===== config.mk =====
export PLATFORM = sky130hd
export DESIGN_NAME = half_channel_fifo_flat
export DESIGN_NICKNAME = d
export VERILOG_FILES = /design/src/rtl/half_channel_fifo_if.sv /design/src/rtl/half_channel_fifo.sv /design/src/flat_wrapper.sv
export SDC_FILE = /design/constraint.sdc
export NUM_CORES = 1
export LEC_CHECK = 0
export ABC_CLOCK_PERIOD_IN_PS = 2200
export BUFFER_PORTS_ARGS = -buffer_cell sky130_fd_sc_hd__buf_2
export CAP_MARGIN = 10
export CORE_ASPECT_RATIO = 0.5
export CORE_MARGIN = 5
export CORE_UTILIZATION = 50
export CTS_CLUSTER_DIAMETER = 40
export DETAILED_ROUTE_END_ITERATION = 10
export GPL_TIMING_DRIVEN = 0
export PLACE_DENSITY_LB_ADDON = 0.05
export RECOVER_POWER = 25
export SKIP_CTS_REPAIR_TIMING = 1
export SLEW_MARGIN = 5
export SYNTH_ARGS = -nofsm -noshare
export SYNTH_HDL_FRONTEND = slang
export SYNTH_SLANG_ARGS = --single-unit

===== constraint.sdc =====
create_clock -name clk -period 2.2 [get_ports clk]
set_clock_uncertainty 0.05 [all_clocks]
set_input_delay 0.11 -clock clk [delete_from_list [all_inputs] [get_ports clk]]
set_output_delay 0.11 -clock clk [all_outputs]
set_load 0.1 [all_outputs]

===== src/rtl/half_channel_fifo_if.sv =====
// HalfChannel (valid/data, no backpressure) and Channel (valid/data/acknowledge) interfaces
// used at the ports of half_channel_fifo.
interface half_channel_if #(
    parameter int N = 8
);
    logic [N-1:0] d;
    logic         v;

    modport src (output d, output v);
    modport snk (input d, input v);
endinterface

interface channel_if #(
    parameter int N = 8
);
    logic [N-1:0] d;
    logic         v;
    logic         a;

    modport src (output d, output v, input a);
    modport snk (input d, input v, output a);
endinterface


===== src/rtl/half_channel_fifo.sv =====
// Buffers a free-running HalfChannel into a handshaked Channel; words arriving when full are
// dropped and counted. Optional high-water mark output enabled by HALF_CHANNEL_FIFO_HWM_EN.
module half_channel_fifo #(
    parameter int N      = 8,
    parameter int Depth  = 16,
    parameter int CountW = 16
) (
    input  logic                    clk,
    input  logic                    reset_n,
    half_channel_if.snk             in,
    channel_if.src                  out,
    output logic [$clog2(Depth):0]  occupancy,
    output logic [CountW-1:0]       drop_count,
    output logic                    overflow
`ifdef HALF_CHANNEL_FIFO_HWM_EN
    ,
    output logic [$clog2(Depth):0]  high_water
`endif
);
    localparam int AW = $clog2(Depth);
    localparam int OW = AW + 1;

    // Handshake: a word moves to the sink at a posedge where out.v and out.a are both 1;
    // the upstream side has no ready and simply loses words presented while the buffer is full.
    logic [N-1:0]  mem [Depth];
    logic [AW-1:0] wr_ptr;
    logic [AW-1:0] rd_ptr;
    logic          valid_q;
    logic          full;
    logic          pop;
    logic          push;
    logic          drop;
    logic [OW-1:0] occ_next;

    always_comb begin
        full     = (occupancy == OW'(Depth));
        pop      = valid_q && out.a;
        // A pop in the same cycle frees the slot, so a full FIFO can still accept.
        push     = in.v && (!full || pop);
        drop     = in.v && full && !pop;
        occ_next = occupancy + OW'(push) - OW'(pop);
    end

    always_ff @(posedge clk or negedge reset_n) begin
        if (!reset_n) begin
            wr_ptr     <= '0;
            rd_ptr     <= '0;
            occupancy  <= '0;
            valid_q    <= 1'b0;
            drop_count <= '0;
            overflow   <= 1'b0;
        end else begin
            occupancy <= occ_next;
            valid_q   <= (occ_next != '0);
            if (push) wr_ptr <= wr_ptr + AW'(1);
            if (pop)  rd_ptr <= rd_ptr + AW'(1);
            if (drop) begin
                overflow <= 1'b1;
                if (drop_count != '1) drop_count <= drop_count + CountW'(1);
            end
        end
    end

    // Storage needs no reset: contents are unreachable until rewritten.
    always_ff @(posedge clk) begin
        if (push) mem[wr_ptr] <= in.d;
    end

    assign out.v = valid_q;
    assign out.d = mem[rd_ptr];

`ifdef HALF_CHANNEL_FIFO_HWM_EN
    always_ff @(posedge clk or negedge reset_n) begin
        if (!reset_n) begin
            high_water <= '0;
        end else if (occ_next > high_water) begin
            high_water <= occ_next;
        end
    end
`endif

endmodule


===== src/flat_wrapper.sv =====
// flat-port wrapper written by rule: the top's interface ports become plain ports
module half_channel_fifo_flat 
#(
    parameter int N      = 8,
    parameter int Depth  = 16,
    parameter int CountW = 16
)
  (clk, reset_n, occupancy, drop_count, overflow, in_d, in_v, out_d, out_v, out_a);
  half_channel_if #(.N(N)) in_i ();
  channel_if #(.N(N)) out_i ();
  input  logic clk;
  input  logic reset_n;
  output logic [$clog2(Depth):0] occupancy;
  output logic [CountW-1:0] drop_count;
  output logic overflow;
  input wire logic [$bits(in_i.d)-1:0] in_d;
  input wire logic [$bits(in_i.v)-1:0] in_v;
  output wire logic [$bits(out_i.d)-1:0] out_d;
  output wire logic [$bits(out_i.v)-1:0] out_v;
  input wire logic [$bits(out_i.a)-1:0] out_a;
  assign in_i.d = in_d;
  assign in_i.v = in_v;
  assign out_d = out_i.d;
  assign out_v = out_i.v;
  assign out_i.a = out_a;
  half_channel_fifo #(.N(N), .Depth(Depth), .CountW(CountW)) u_core (.clk(clk), .reset_n(reset_n), .in(in_i), .out(out_i), .occupancy(occupancy), .drop_count(drop_count), .overflow(overflow));
endmodule

Word-level counts from Yosys, hierarchy flattened
Memories as Yosys holds them, arrays and structs flattened.
Cells that the tools add are included.
{"block": "word_totals", "reg_bits": 31, "ram_bits": 128, "in_bits": 12, "output_inout_bits": 31, "wordCells": 25, "mem_count": 1}
{"name": "u_core.mem", "depth": 16, "word_bits": 8, "read_ports": 1, "rd_clocked_by_memory_dff": 0, "write_ports": 1, "line": "half_channel_fifo.sv:25", "source": "logic [N-1:0] mem [Depth];"}
{"block": "classes", "add_sub_neg": 5, "n_eq_ne": 2, "muxes": 2, "reduce_logical": 9}
{"op": "$add A16 B1 Y16 const B", "count": 1}
{"op": "$ne A16 B16 Y1 const B", "count": 1}
{"op": "$add A4 B1 Y4 const B", "count": 2}
{"op": "$add A5 B1 Y5", "count": 1}
{"op": "$eq A5 B5 Y1 const B", "count": 1}
{"op": "$reduce_bool A5 Y1", "count": 1}
{"op": "$sub A5 B1 Y5", "count": 1}
{"op": "$logic_and A1 B1 Y1", "count": 4}
{"op": "$logic_not A1 Y1", "count": 2}
{"op": "$mux W1", "count": 2}
{"op": "$reduce_and A2 Y1", "count": 1}
{"op": "$logic_or A1 B1 Y1", "count": 1}

Logic depth before layout (Yosys ltp)
Gate-level depths: netlist (run 1).
{"block": "depth", "word_depth": 7, "ltp_mapped": 11, "mapped_depth_nobuf": 11}

Worst setup path after synthesis (run 1)
Ideal clock, no wire load.
{"block": "synth_path", "path_kind": "flip-flop to flip-flop", "from": "register u_core.occupancy[2]", "to": "memory u_core.mem[3][0] (enable)", "setup_time_ps": 383, "arrival_ps": 2660, "required_ps": 1767, "slack_ps": -894, "path_stages_with_launch": 7, "path_buffers": 0, "synth_period_minus_slack_ps": 3094, "path_cell_list": "dfrtp_1 -> inv_1 -> ha_1 -> and4bb_2 -> a21boi_2 -> nand2_1 -> nor3_1"}
{"block": "synth_via", "elab_chain_len": 6}
{"item": "start, declared", "line": "half_channel_fifo.sv:12", "source": "output logic [$clog2(Depth):0] occupancy,"}
{"item": "start signal, assigned", "line": "half_channel_fifo.sv:53", "source": "occupancy <= occ_next;"}
{"item": "$eq A5 B5 Y1", "line": "half_channel_fifo.sv:36", "source": "full = (occupancy == OW'(Depth));"}
{"item": "$logic_not A1 Y1", "line": "half_channel_fifo.sv:39", "source": "push = in.v && (!full || pop);"}
{"item": "$logic_or A1 B1 Y1", "line": "half_channel_fifo.sv:39"}
{"item": "$logic_and A1 B1 Y1", "line": "half_channel_fifo.sv:39"}
{"item": "named net u_core.push", "line": "half_channel_fifo.sv:31", "source": "logic push;"}
{"item": "$mux W1", "line": "half_channel_fifo.sv:66", "source": "if (push) mem[wr_ptr] <= in.d;"}
{"item": "$mux W1 (implied by the code)", "line": "half_channel_fifo.sv:66"}
{"item": "end, declared", "line": "half_channel_fifo.sv:25"}
The timed path passes the listed nets, and every way through them passes these cells.

Final worst setup path (run 1)
{"block": "layout_path", "from": "register u_core.occupancy[3]", "to": "register u_core.valid_q (netlist: u_core.out.v)"}
{"block": "layout_via", "elab_chain_len": 7}
{"item": "$eq A5 B5 Y1", "line": "half_channel_fifo.sv:36"}
{"item": "$logic_not A1 Y1", "line": "half_channel_fifo.sv:39"}
{"item": "$logic_or A1 B1 Y1", "line": "half_channel_fifo.sv:39"}
{"item": "$logic_and A1 B1 Y1", "line": "half_channel_fifo.sv:39"}
{"item": "named net u_core.push", "line": "half_channel_fifo.sv:31"}
{"item": "$add A5 B1 Y5", "line": "half_channel_fifo.sv:41", "source": "occ_next = occupancy + OW'(push) - OW'(pop);"}
{"item": "$sub A5 B1 Y5", "line": "half_channel_fifo.sv:41"}
{"item": "$reduce_bool A5 Y1", "line": "half_channel_fifo.sv:54", "source": "valid_q <= (occ_next != '0);"}
{"item": "end signal, assigned", "line": "half_channel_fifo.sv:54"}
{"item": "end, declared", "line": "half_channel_fifo.sv:28", "source": "logic valid_q;"}
The timed path passes the listed nets, and every way through them passes these cells.
A chain may end at the register's enable or synchronous reset.

==> impl_metrics.ini, run 1 <==
[clocking]
cts.sinks = 159
cts.clk_slew.worst_paths_ps = 60
clk_latency_ps = 410
clk_root_buffer_cell = sky130_fd_sc_hd__clkbuf_16
buffer_depth_of_the_longest_clock_path = 2
cts_made_buffers = 17
h_tree_level_count = 4
tritoncts = done

[power_and_ir_drop]
netSwitchingFraction = 0.412
max-vdd-ir-drop_uv = 1270
seq_power_share = 0.310
cellLeakagePower_uw = 0.00304
finalPower_uw = 12600
power_density_mw_per_mm2 = 1490
p_clk_frac = 0.227
internal_power_uw = 7380
net-switching-power_uw = 5180
pwr-share-comb = 0.463

[run]
timing.max_cap.violations = 0

[grt]
gr_usage_total = 0.182
via_count_of_the_first_global_routing_pass = 3674
grt_antenna_before_repair = 0
grt_first_pass_wirelength_um = 21400
global_route.overflow_total = 0
pin_count_of_the_biggest_net_entering_global_routing = 32

[synthesis]
synth-async-reset-ratio = 0.195
synth_enable_flop_cells = 128
seq_area_frac_synth = 0.701
avgSynthCellArea_sq_um = 18.0
netlist_area_sq_mm = 0.00659
synth_seq_cells = 159
yosysWarningCount = 0
yosysUniqueCellTypes = 38
syn_nets = 391
ys.flop_type = sky130_fd_sc_hd__edfxtp_1
syn_inst = 366

[worst_setup_path]
critical_path_buf_inv_count = 2
critPathSlowestCell = sky130_fd_sc_hd__dfrtp_4
crit_arrival_ps = 2630
worstRegToRegCells = 11
timing.critical_path.depth = 11
max_stage_delay_ps = 440
worstPathCellList = inv_4, ha_4, and4bb_4, a21boi_4, ha_4, inv_2, fa_2, nor2b_1, o21bai_1, a21oi_1, nand4bb_1
timing_worst_setup_path_type = flip-flop to flip-flop
crit_path_start = u_core.occupancy[3]$_DFF_PN0_
path_delay_family = adder cells
critical_path_fanout_max = 5
setup.worst_path.start_class = flip-flop
cp_data_required_time_ps = 2490
worst_setup_path_end_kind = flip-flop
critPathMostFrequentCell = sky130_fd_sc_hd__ha_4
r2r_start = u_core.occupancy[3]$_DFF_PN0_

[route]
detailroute.via_count = 3611
dr.pass1.iters = 4
drt_drc_violations_left = 0
drt-total-wl_um = 14000
via_per_inst = 5.64
number_of_design_rule_violations_left_by_the_first_detailed_router_iteration = 237
routedWlPerCell_um = 21.9
antenna_left = 0

[sta]
setup_slack_ps = -142
setup-violations-final = 10
finalHoldViolCount = 0
rsz0062_at_grt = yes
setup_tns_ps = -1130
max_slew_margin = 0.464
slew_at_the_pin_closest_to_its_max_slew_limit_ps = 804
achievable-frequency_mhz = 427
timing.final.crit_period_ps = 2340
timing_max_transition_violations_final = 0
fin_crit_sh = 1.06

[min_path]
hold_path_depth = 1
holdCritStartpoint = in_d[1]
hold_path_class = input pin to flip-flop

[status]
run_status = complete, but fails checks
violations_in_the_final_reports = setup timing

[die]
floorplan.die.width_um = 172
floorplan.die_area_sq_mm = 0.0157
initial_core_util = 0.516
placementRows = 29
core_area_sq_mm = 0.0128
floorplan.io_pins = 43
fp.dieH_um = 91.2

[place]
place.port_buffers = 42
place_hpwl_um = 8920
place_inst = 578
finalWeightedCongestion = 0.778

[finish]
layout.cells.most_common = sky130_fd_sc_hd__edfxtp_1
final_layout_size_suffix_gt1_frac = 0.455
antenna_cells = 0
mostFrequentLayoutCells = sky130_fd_sc_hd__edfxtp_1, sky130_fd_sc_hd__mux4_2, sky130_fd_sc_hd__buf_2
final_cell_count_no_fill = 640
final_nets = 482
layout-area-overhead-vs-synth_pct = 27.8
cell families after synthesis:
family                     count (synthesis)  share of synthesized area
AOI/OAI and AO/OA                         22                     0.0245
xor gates and xnor gates                  23                     0.0306
muxes                                     35                      0.115
buffers and inverters                     27                     0.0192
adders and majority gates                 13                     0.0258
DFF                                      159                      0.701
and+or+nand+nor                           87                     0.0841
state kept, by name, summed over array words and instances (netlist names):
signal / count
u_core.mem: 128
u_core.drop_count: 16
u_core.occupancy: 5
u_core.rd_ptr: 4
u_core.wr_ptr: 4
u_core.out.v: 1
u_core.overflow: 1
power groups by stage:
stage          registers (uW)  logic [uW]  clock network (uW)
6_report                 3890        5810                2850
5_1_grt                  3930        6100                3050
4_1_cts                  3890        4820                2890
3_5_place_dp             3940        4800                   0
3_3_place_gp             3920        4720                   0
2_1_floorplan            4430        3340                   0
routing by layer:
layer	GRT usage	share of wire	vias to the layer above
met4	0.0491	0.0091	0
met1	0.276	0.47	1893
met5	0	0	-
met3	0.0447	0.050	12
li1	-	-	1618
met2	0.265	0.48	88
stage by stage:
| stage | setup slack (ps) | hold WS [ps] | utilization | area, sq um |
|---|---|---|---|---|
| floorplan | -368 | -236 | - | 6770 |
| global placement | -300 | 129 | 0.563 | 7190 |
| detailed placement | -319 | 147 | 0.563 | 7190 |
| CTS | -715 | -295 | 0.608 | 7760 |
| global route | -242 | 46.2 | 0.659 | 8420 |
| finish | -142 | 57.4 | 0.659 | 8420 |
cell usage after synthesis (7+ instances only):
cell                       number  area, sq um
sky130_fd_sc_hd__xnor2_1        9         78.8
sky130_fd_sc_hd__ha_1          12          150
sky130_fd_sc_hd__a22oi_1       16          120
sky130_fd_sc_hd__nor3_1         9         45.0
sky130_fd_sc_hd__xor2_1        14          123
sky130_fd_sc_hd__nor2_1        15         56.3
sky130_fd_sc_hd__nand2_1       23         86.3
sky130_fd_sc_hd__inv_1         13         48.8
sky130_fd_sc_hd__edfxtp_1     128         3840
sky130_fd_sc_hd__nand3_1        7         35.0
sky130_fd_sc_hd__dfrtp_1       31          776
sky130_fd_sc_hd__mux4_2        32          721
layout make-up:
cell class | instances | area (sq um)
Buffer | 14 | 130
Clock buffer | 17 | 425
Clock inverter | 15 | 148
Fill cell | 894 | 4350
Inverter | 13 | 51.3
Multi-Input combinational cell | 181 | 2140
Sequential cell | 159 | 4650
Tap cell | 170 | 213
Timing Repair Buffer | 71 | 673
final timing paths:
check | to | slack [ps]
hold reg to reg | u_core.overflow$_DFFE_PN0P_ | 420
max in group asynchronous | u_core.occupancy[2]$_DFF_PN0_ | 1370
min in group asynchronous | u_core.occupancy[3]$_DFF_PN0_ | 220
setup / recovery | u_core.out.v$_DFF_PN0_ | -140
setup reg to reg | u_core.out.v$_DFF_PN0_ | -140
hold / removal | u_core.mem[2][1]$_DFFE_PP_ | 60
Note: power is estimated with default switching activity, not from simulation.
==> run 2: changes to the inputs <==
--- a/config.mk
+++ b/config.mk
@@ -14,7 +14,7 @@
 export CTS_CLUSTER_DIAMETER = 40
 export DETAILED_ROUTE_END_ITERATION = 10
 export GPL_TIMING_DRIVEN = 0
-export PLACE_DENSITY_LB_ADDON = 0.05
+export PLACE_DENSITY = 0.74
 export RECOVER_POWER = 25
 export SKIP_CTS_REPAIR_TIMING = 1
 export SLEW_MARGIN = 5
==> impl_metrics.ini, run 2 (same netlist as run 1, synthesis figures left out) <==
[power_and_ir_drop]
power_density_mw_per_mm2 = 1530
cellLeakagePower_uw = 0.00296
max-vdd-ir-drop_uv = 1340
finalPower_uw = 12700

[die]
initial_core_util = 0.516
floorplan.die_area_sq_mm = 0.0157
core_area_sq_mm = 0.0128
floorplan.io_pins = 43
floorplan.die.width_um = 172
placementRows = 29
fp.dieH_um = 91.2

[grt]
met3_track_utilization_from_global_routing = 0.0460
via_count_of_the_first_global_routing_pass = 3716
global_route.overflow_total = 0
pin_count_of_the_biggest_net_entering_global_routing = 32
grt_first_pass_wirelength_um = 21000
grt_util_met1 = 0.260
grt_util_met2 = 0.276
gr_usage_total = 0.181
grt_antenna_before_repair = 0
top_usage_layer = met2

[worst_setup_path]
setup.worst_path.start_class = flip-flop
regToRegSetupSlack_ps = -130
worst_setup_path_end_kind = primary output
worstPathCellList = buf_12, clkbuf_16, mux4_2, a22oi_1, nand2_2, buf_12
crit_arrival_ps = 2240
cp_data_required_time_ps = 2040
critical_path_fanout_max = 9
critPathSlowestCell = sky130_fd_sc_hd__mux4_2
critPathMostFrequentCell = sky130_fd_sc_hd__buf_12
timing_worst_setup_path_type = flip-flop to primary output
max_stage_delay_ps = 520

[finish]
top_register = u_core.mem
final_nets = 473
antenna_cells = 0
largest_reg_flops = 128
reg.largest.list = u_core.mem (128), u_core.drop_count (16), u_core.occupancy (5)
finished_layout_cell_area_sq_mm = 0.00831
final_layout_size_suffix_gt1_frac = 0.451
layout-area-overhead-vs-synth_pct = 26.1
multi_input_gate_area_sq_mm = 0.00212
mostFrequentLayoutCells = sky130_fd_sc_hd__edfxtp_1, sky130_fd_sc_hd__mux4_2, sky130_fd_sc_hd__buf_2
register_area_sq_mm = 0.00465
layout.cells.most_common = sky130_fd_sc_hd__edfxtp_1
final_cell_count_no_fill = 631
n_fill_cell = 843

[status]
violations_in_the_final_reports = setup timing
run_status = complete, but fails checks

[place]
place_hpwl_um = 8760
place_inst = 578
finalWeightedCongestion = 0.795
place.port_buffers = 42
placedInstanceArea_sq_mm = 0.00719

[sta]
setup-violations-final = 10
max_slew_margin = 0.493
finalHoldViolCount = 0
setup_slack_ps = -200
slew_at_the_pin_closest_to_its_max_slew_limit_ps = 760
timing_max_transition_violations_final = 0
setup_tns_ps = -1340
timing.final.crit_period_ps = 2400
achievable-frequency_mhz = 417
fin_crit_sh = 1.09
rsz0062_at_grt = yes
timing.hold.ws_ps = 67.2

[route]
via_per_inst = 5.90
detailroute.via_count = 3724
drt_drc_violations_left = 0
routedWlPerCell_um = 22.3
antenna_left = 0
number_of_design_rule_violations_left_by_the_first_detailed_router_iteration = 288
drt-total-wl_um = 14100
dr.pass1.iters = 5

[run]
timing.max_cap.violations = 0

[clocking]
h_tree_level_count = 4
buffer_depth_of_the_longest_clock_path = 2
clk_latency_ps = 420
cts.clk_slew.worst_paths_ps = 70
cts_made_buffers = 17
tritoncts = done
cts.sinks = 159
clk_root_buffer_cell = sky130_fd_sc_hd__clkbuf_16

[min_path]
hold_path_class = input pin to flip-flop
[run 2: final timing paths]
| kind | to | cells past startpoint | startpoint |
|---|---|---|---|
| max | out_d[3] | 6 | u_core.rd_ptr[0]$_DFFE_PN0P_ |
| min | u_core.overflow$_DFFE_PN0P_ | 3 | in_v |
| max reg2reg | u_core.out.v$_DFF_PN0_ | 11 | u_core.occupancy[2]$_DFF_PN0_ |
| min reg2reg | u_core.overflow$_DFFE_PN0P_ | 1 | u_core.overflow$_DFFE_PN0P_ |
| max in group asynchronous | u_core.out.v$_DFF_PN0_ | 2 | reset_n |
| min in group asynchronous | u_core.drop_count[14]$_DFFE_PN0P_ | 2 | reset_n |
[run 2: final cells by class]
cell class	count	area share
Sequential cell	159	0.559
Buffer	13	0.0158
Inverter	13	0.00617
Multi-Input combinational cell	180	0.255
Tap cell	170	0.0256
Clock buffer	17	0.0512
Clock inverter	15	0.0214
Timing Repair Buffer	64	0.0658
[run 2: power breakdown]
| part | total [uW] | switching (uW) | internal [uW] |
|---|---|---|---|
| combinational | 5800 | 3700 | 2100 |
| clock | 2960 | 1250 | 1710 |
| sequential | 3950 | 273 | 3680 |
[run 2: routing by layer]
layer,up-vias,wire length [um]
met5,-,0
met4,0,296
met3,29,964
met2,173,6870
met1,1922,5960
li1,1600,-
[run 2: through the flow]
step           setup WS, ps   util
6_report               -200  0.651
5_1_grt                -274  0.651
4_1_cts                -622  0.610
3_5_place_dp           -311  0.563
3_3_place_gp           -294  0.563
2_1_floorplan          -368      -
[run 2: worst max-delay path: cells and delay by family (launching register included)]
kind                   cells  cell delay [ps]
AO/OA/AOI/OAI              1              280
buffers and inverters      3              510
flip-flops                 1              400
AND/OR/NAND/NOR            1              110
multiplexers               1              520
==> run 3: changes to the inputs <==
--- a/config.mk
+++ b/config.mk
@@ -5,16 +5,17 @@
 export SDC_FILE = /design/constraint.sdc
 export NUM_CORES = 1
 export LEC_CHECK = 0
+export ABC_AREA = 1
 export ABC_CLOCK_PERIOD_IN_PS = 2200
 export BUFFER_PORTS_ARGS = -buffer_cell sky130_fd_sc_hd__buf_2
 export CAP_MARGIN = 10
 export CORE_ASPECT_RATIO = 0.5
 export CORE_MARGIN = 5
-export CORE_UTILIZATION = 50
+export CORE_UTILIZATION = 35
 export CTS_CLUSTER_DIAMETER = 40
 export DETAILED_ROUTE_END_ITERATION = 10
 export GPL_TIMING_DRIVEN = 0
-export PLACE_DENSITY = 0.74
+export PLACE_DENSITY = 0.57
 export RECOVER_POWER = 25
 export SKIP_CTS_REPAIR_TIMING = 1
 export SLEW_MARGIN = 5
==> impl_metrics.ini, run 3 <==
[status]
run_status = complete, but fails checks
violations_in_the_final_reports = setup timing

[synthesis]
seq_area_frac_synth = 0.659
synth_commonest_cells = sky130_fd_sc_hd__nand2_1, sky130_fd_sc_hd__edfxtp_1, sky130_fd_sc_hd__nor2_1, sky130_fd_sc_hd__nand3_1, sky130_fd_sc_hd__inv_1
post-synth-top-area-cell = sky130_fd_sc_hd__edfxtp_1
ys.flop_type = sky130_fd_sc_hd__edfxtp_1
synth_seq_cells = 159
syn_nets = 683
synth_top_area_share = 0.548
synth_enable_flop_cells = 128
synthMostInstantiatedCell = sky130_fd_sc_hd__nand2_1
yosysWarningCount = 0
yosysUniqueCellTypes = 32
synth-async-reset-ratio = 0.195
avgSynthCellArea_sq_um = 10.7
synth.area.top_cells = sky130_fd_sc_hd__edfxtp_1, sky130_fd_sc_hd__dfrtp_1, sky130_fd_sc_hd__nand2_1
syn_inst = 658
netlist_area_sq_mm = 0.00701

[finish]
top_register = u_core.mem
n_fill_cell = 1781
layout.cells.most_common = sky130_fd_sc_hd__edfxtp_1
mostFrequentLayoutCells = sky130_fd_sc_hd__edfxtp_1, sky130_fd_sc_hd__nand2_1, sky130_fd_sc_hd__nor2_1
antenna_cells = 0
layout-area-overhead-vs-synth_pct = 26.6
final_core_util = 0.453
final_layout_size_suffix_gt1_frac = 0.263
final_nets = 766
largest_reg_flops = 128
reg.largest.list = u_core.mem (128), u_core.drop_count (16), u_core.occupancy (5)

[worst_setup_path]
worst_setup_path_end_kind = primary output
worstPathCellList = clkinv_4, buf_4, o21ai_1, nand3_1, nand3_2, nand2_2, buf_12
setup.worst_path.start_class = flip-flop
max_stage_delay_ps = 490
cp_data_required_time_ps = 2040
critPathSlowestCell = sky130_fd_sc_hd__dfrtp_2
crit_arrival_ps = 2040
critical_path_fanout_max = 10
path_delay_family = buffers and inverters
timing_worst_setup_path_type = flip-flop to primary output
critical_path_buf_inv_count = 3

[route]
number_of_design_rule_violations_left_by_the_first_detailed_router_iteration = 331
drt-total-wl_um = 17800
dr.pass1.iters = 5
antenna_left = 0
routedWlPerCell_um = 17.4
detailroute.via_count = 5053
via_per_inst = 4.95
drt_drc_violations_left = 0

[clocking]
buffer_depth_of_the_longest_clock_path = 2
cts.sinks = 159
cts.clk_slew.worst_paths_ps = 70
h_tree_level_count = 4
tritoncts = done
cts_made_buffers = 17
clk_root_buffer_cell = sky130_fd_sc_hd__clkbuf_16
clk_latency_ps = 430

[grt]
gr_usage_total = 0.153
grt_first_pass_wirelength_um = 26300
pin_count_of_the_biggest_net_entering_global_routing = 32
grt_antenna_before_repair = 0
via_count_of_the_first_global_routing_pass = 4665
global_route.overflow_total = 0

[sta]
fin_crit_sh = 1.00
timing_max_transition_violations_final = 0
timing.final.crit_period_ps = 2200
achievable-frequency_mhz = 454
max_slew_margin = 0.354
slew_at_the_pin_closest_to_its_max_slew_limit_ps = 969
setup_slack_ps = -2.06
rsz0062_at_grt = yes
finalHoldViolCount = 0
setup-violations-final = 2

[power_and_ir_drop]
net-switching-power_uw = 6480
p_clk_frac = 0.213
power_density_mw_per_mm2 = 1610
internal_power_uw = 7800
max-vdd-ir-drop_uv = 868
cellLeakagePower_uw = 0.00346
netSwitchingFraction = 0.454
pwr-share-comb = 0.506
seq_power_share = 0.280

[die]
floorplan.die_area_sq_mm = 0.0231
fp.dieH_um = 110
floorplan.die.width_um = 210
placementRows = 36
initial_core_util = 0.358
floorplan.io_pins = 43
core_area_sq_mm = 0.0196

[min_path]
hold_path_class = input pin to flip-flop

[run]
timing.max_cap.violations = 0

[place]
finalWeightedCongestion = 0.889
place_ws_ps = -234
place.port_buffers = 42
place_hpwl_um = 11600
[run 3: cell types whose count changed in the layout (fill, tap and decap cells not counted), sizes merged, moves of 32 or more]
cell / previous run / this run
nand2: 23 / 137
nand3: 8 / 61
mux4: 32 / 0
o21ai: 1 / 53
nor2: 15 / 109
inv: 18 / 61
[run 3: final timing paths]
path,to,slack [ps],cells past startpoint,start
setup / recovery,out_d[4],-2,7,u_core.rd_ptr[0]$_DFFE_PN0P_
hold / removal,u_core.rd_ptr[1]$_DFFE_PN0P_,30,4,out_a
setup reg to reg,u_core.out.v$_DFF_PN0_,30,14,u_core.occupancy[3]$_DFF_PN0_
hold reg to reg,u_core.overflow$_DFFE_PN0P_,430,1,u_core.overflow$_DFFE_PN0P_
max in group asynchronous,u_core.out.v$_DFF_PN0_,1260,2,reset_n
min in group asynchronous,u_core.overflow$_DFFE_PN0P_,250,2,reset_n
[run 3: cell type report]
class,instances,area [sq um],area share
multi-input combinational,418,2280,0.257
clock buffer,18,429,0.0483
sequential,159,4640,0.522
clock inverter,14,170,0.0192
tap,266,333,0.0375
buffer,24,228,0.0256
inverter,56,233,0.0262
timing repair buffer,65,571,0.0642
[run 3: power by group through the flow]
| stage | clock network, uW | logic [uW] | registers [uW] |
|---|---|---|---|
| floorplan | 0 | 3520 | 4710 |
| global placement | 0 | 5570 | 3990 |
| detailed placement | 0 | 5630 | 4010 |
| CTS | 3100 | 5650 | 3940 |
| global route | 3220 | 7670 | 4040 |
| finish | 3050 | 7230 | 4000 |
[run 3: layer usage]
layer  vias to the layer above  wire length, um  GRT usage
met5                         -                0          0
met4                         0              302     0.0600
met2                       148             8160      0.243
met1                      2473             8370      0.207
met3                        27              966     0.0334
li1                       2405                -          -
[run 3: worst register-to-register path, stage by stage, from the launching register on]
cell                       delay (ps)
sky130_fd_sc_hd__dfrtp_4          440
sky130_fd_sc_hd__inv_4             40
sky130_fd_sc_hd__ha_4             140
sky130_fd_sc_hd__nand2_2           60
sky130_fd_sc_hd__inv_2             40
sky130_fd_sc_hd__nand3_2           60
sky130_fd_sc_hd__nand2_2           70
sky130_fd_sc_hd__clkinv_4          80
sky130_fd_sc_hd__ha_4             140
sky130_fd_sc_hd__inv_2             40
sky130_fd_sc_hd__fa_2             390
sky130_fd_sc_hd__nand3b_1         180
sky130_fd_sc_hd__nand2_2          100
sky130_fd_sc_hd__xnor2_2          120
sky130_fd_sc_hd__nand3_1           90
[run 3: kinds of logic after synthesis]
group / share of synthesized area
buf+inv: 0.0482
simple gates: 0.189
xor+xnor: 0.0187
compound gates: 0.0615
fa+ha+maj: 0.0243
flops: 0.659
[run 3: through the flow]
step | hold slack [ps] | instances | power [uW] | cell area [sq um] | TNS [ps]
floorplan | -236 | 658 | 8230 | 7050 | -188
global placement | 184 | 966 | 9570 | 7590 | -9180
detailed placement | 182 | 966 | 9630 | 7590 | -12160
CTS | -279 | 998 | 12700 | 8190 | -17300
global route | 64.2 | 1020 | 14900 | 8880 | -797
finish | 27.7 | 1020 | 14300 | 8880 | -2.72
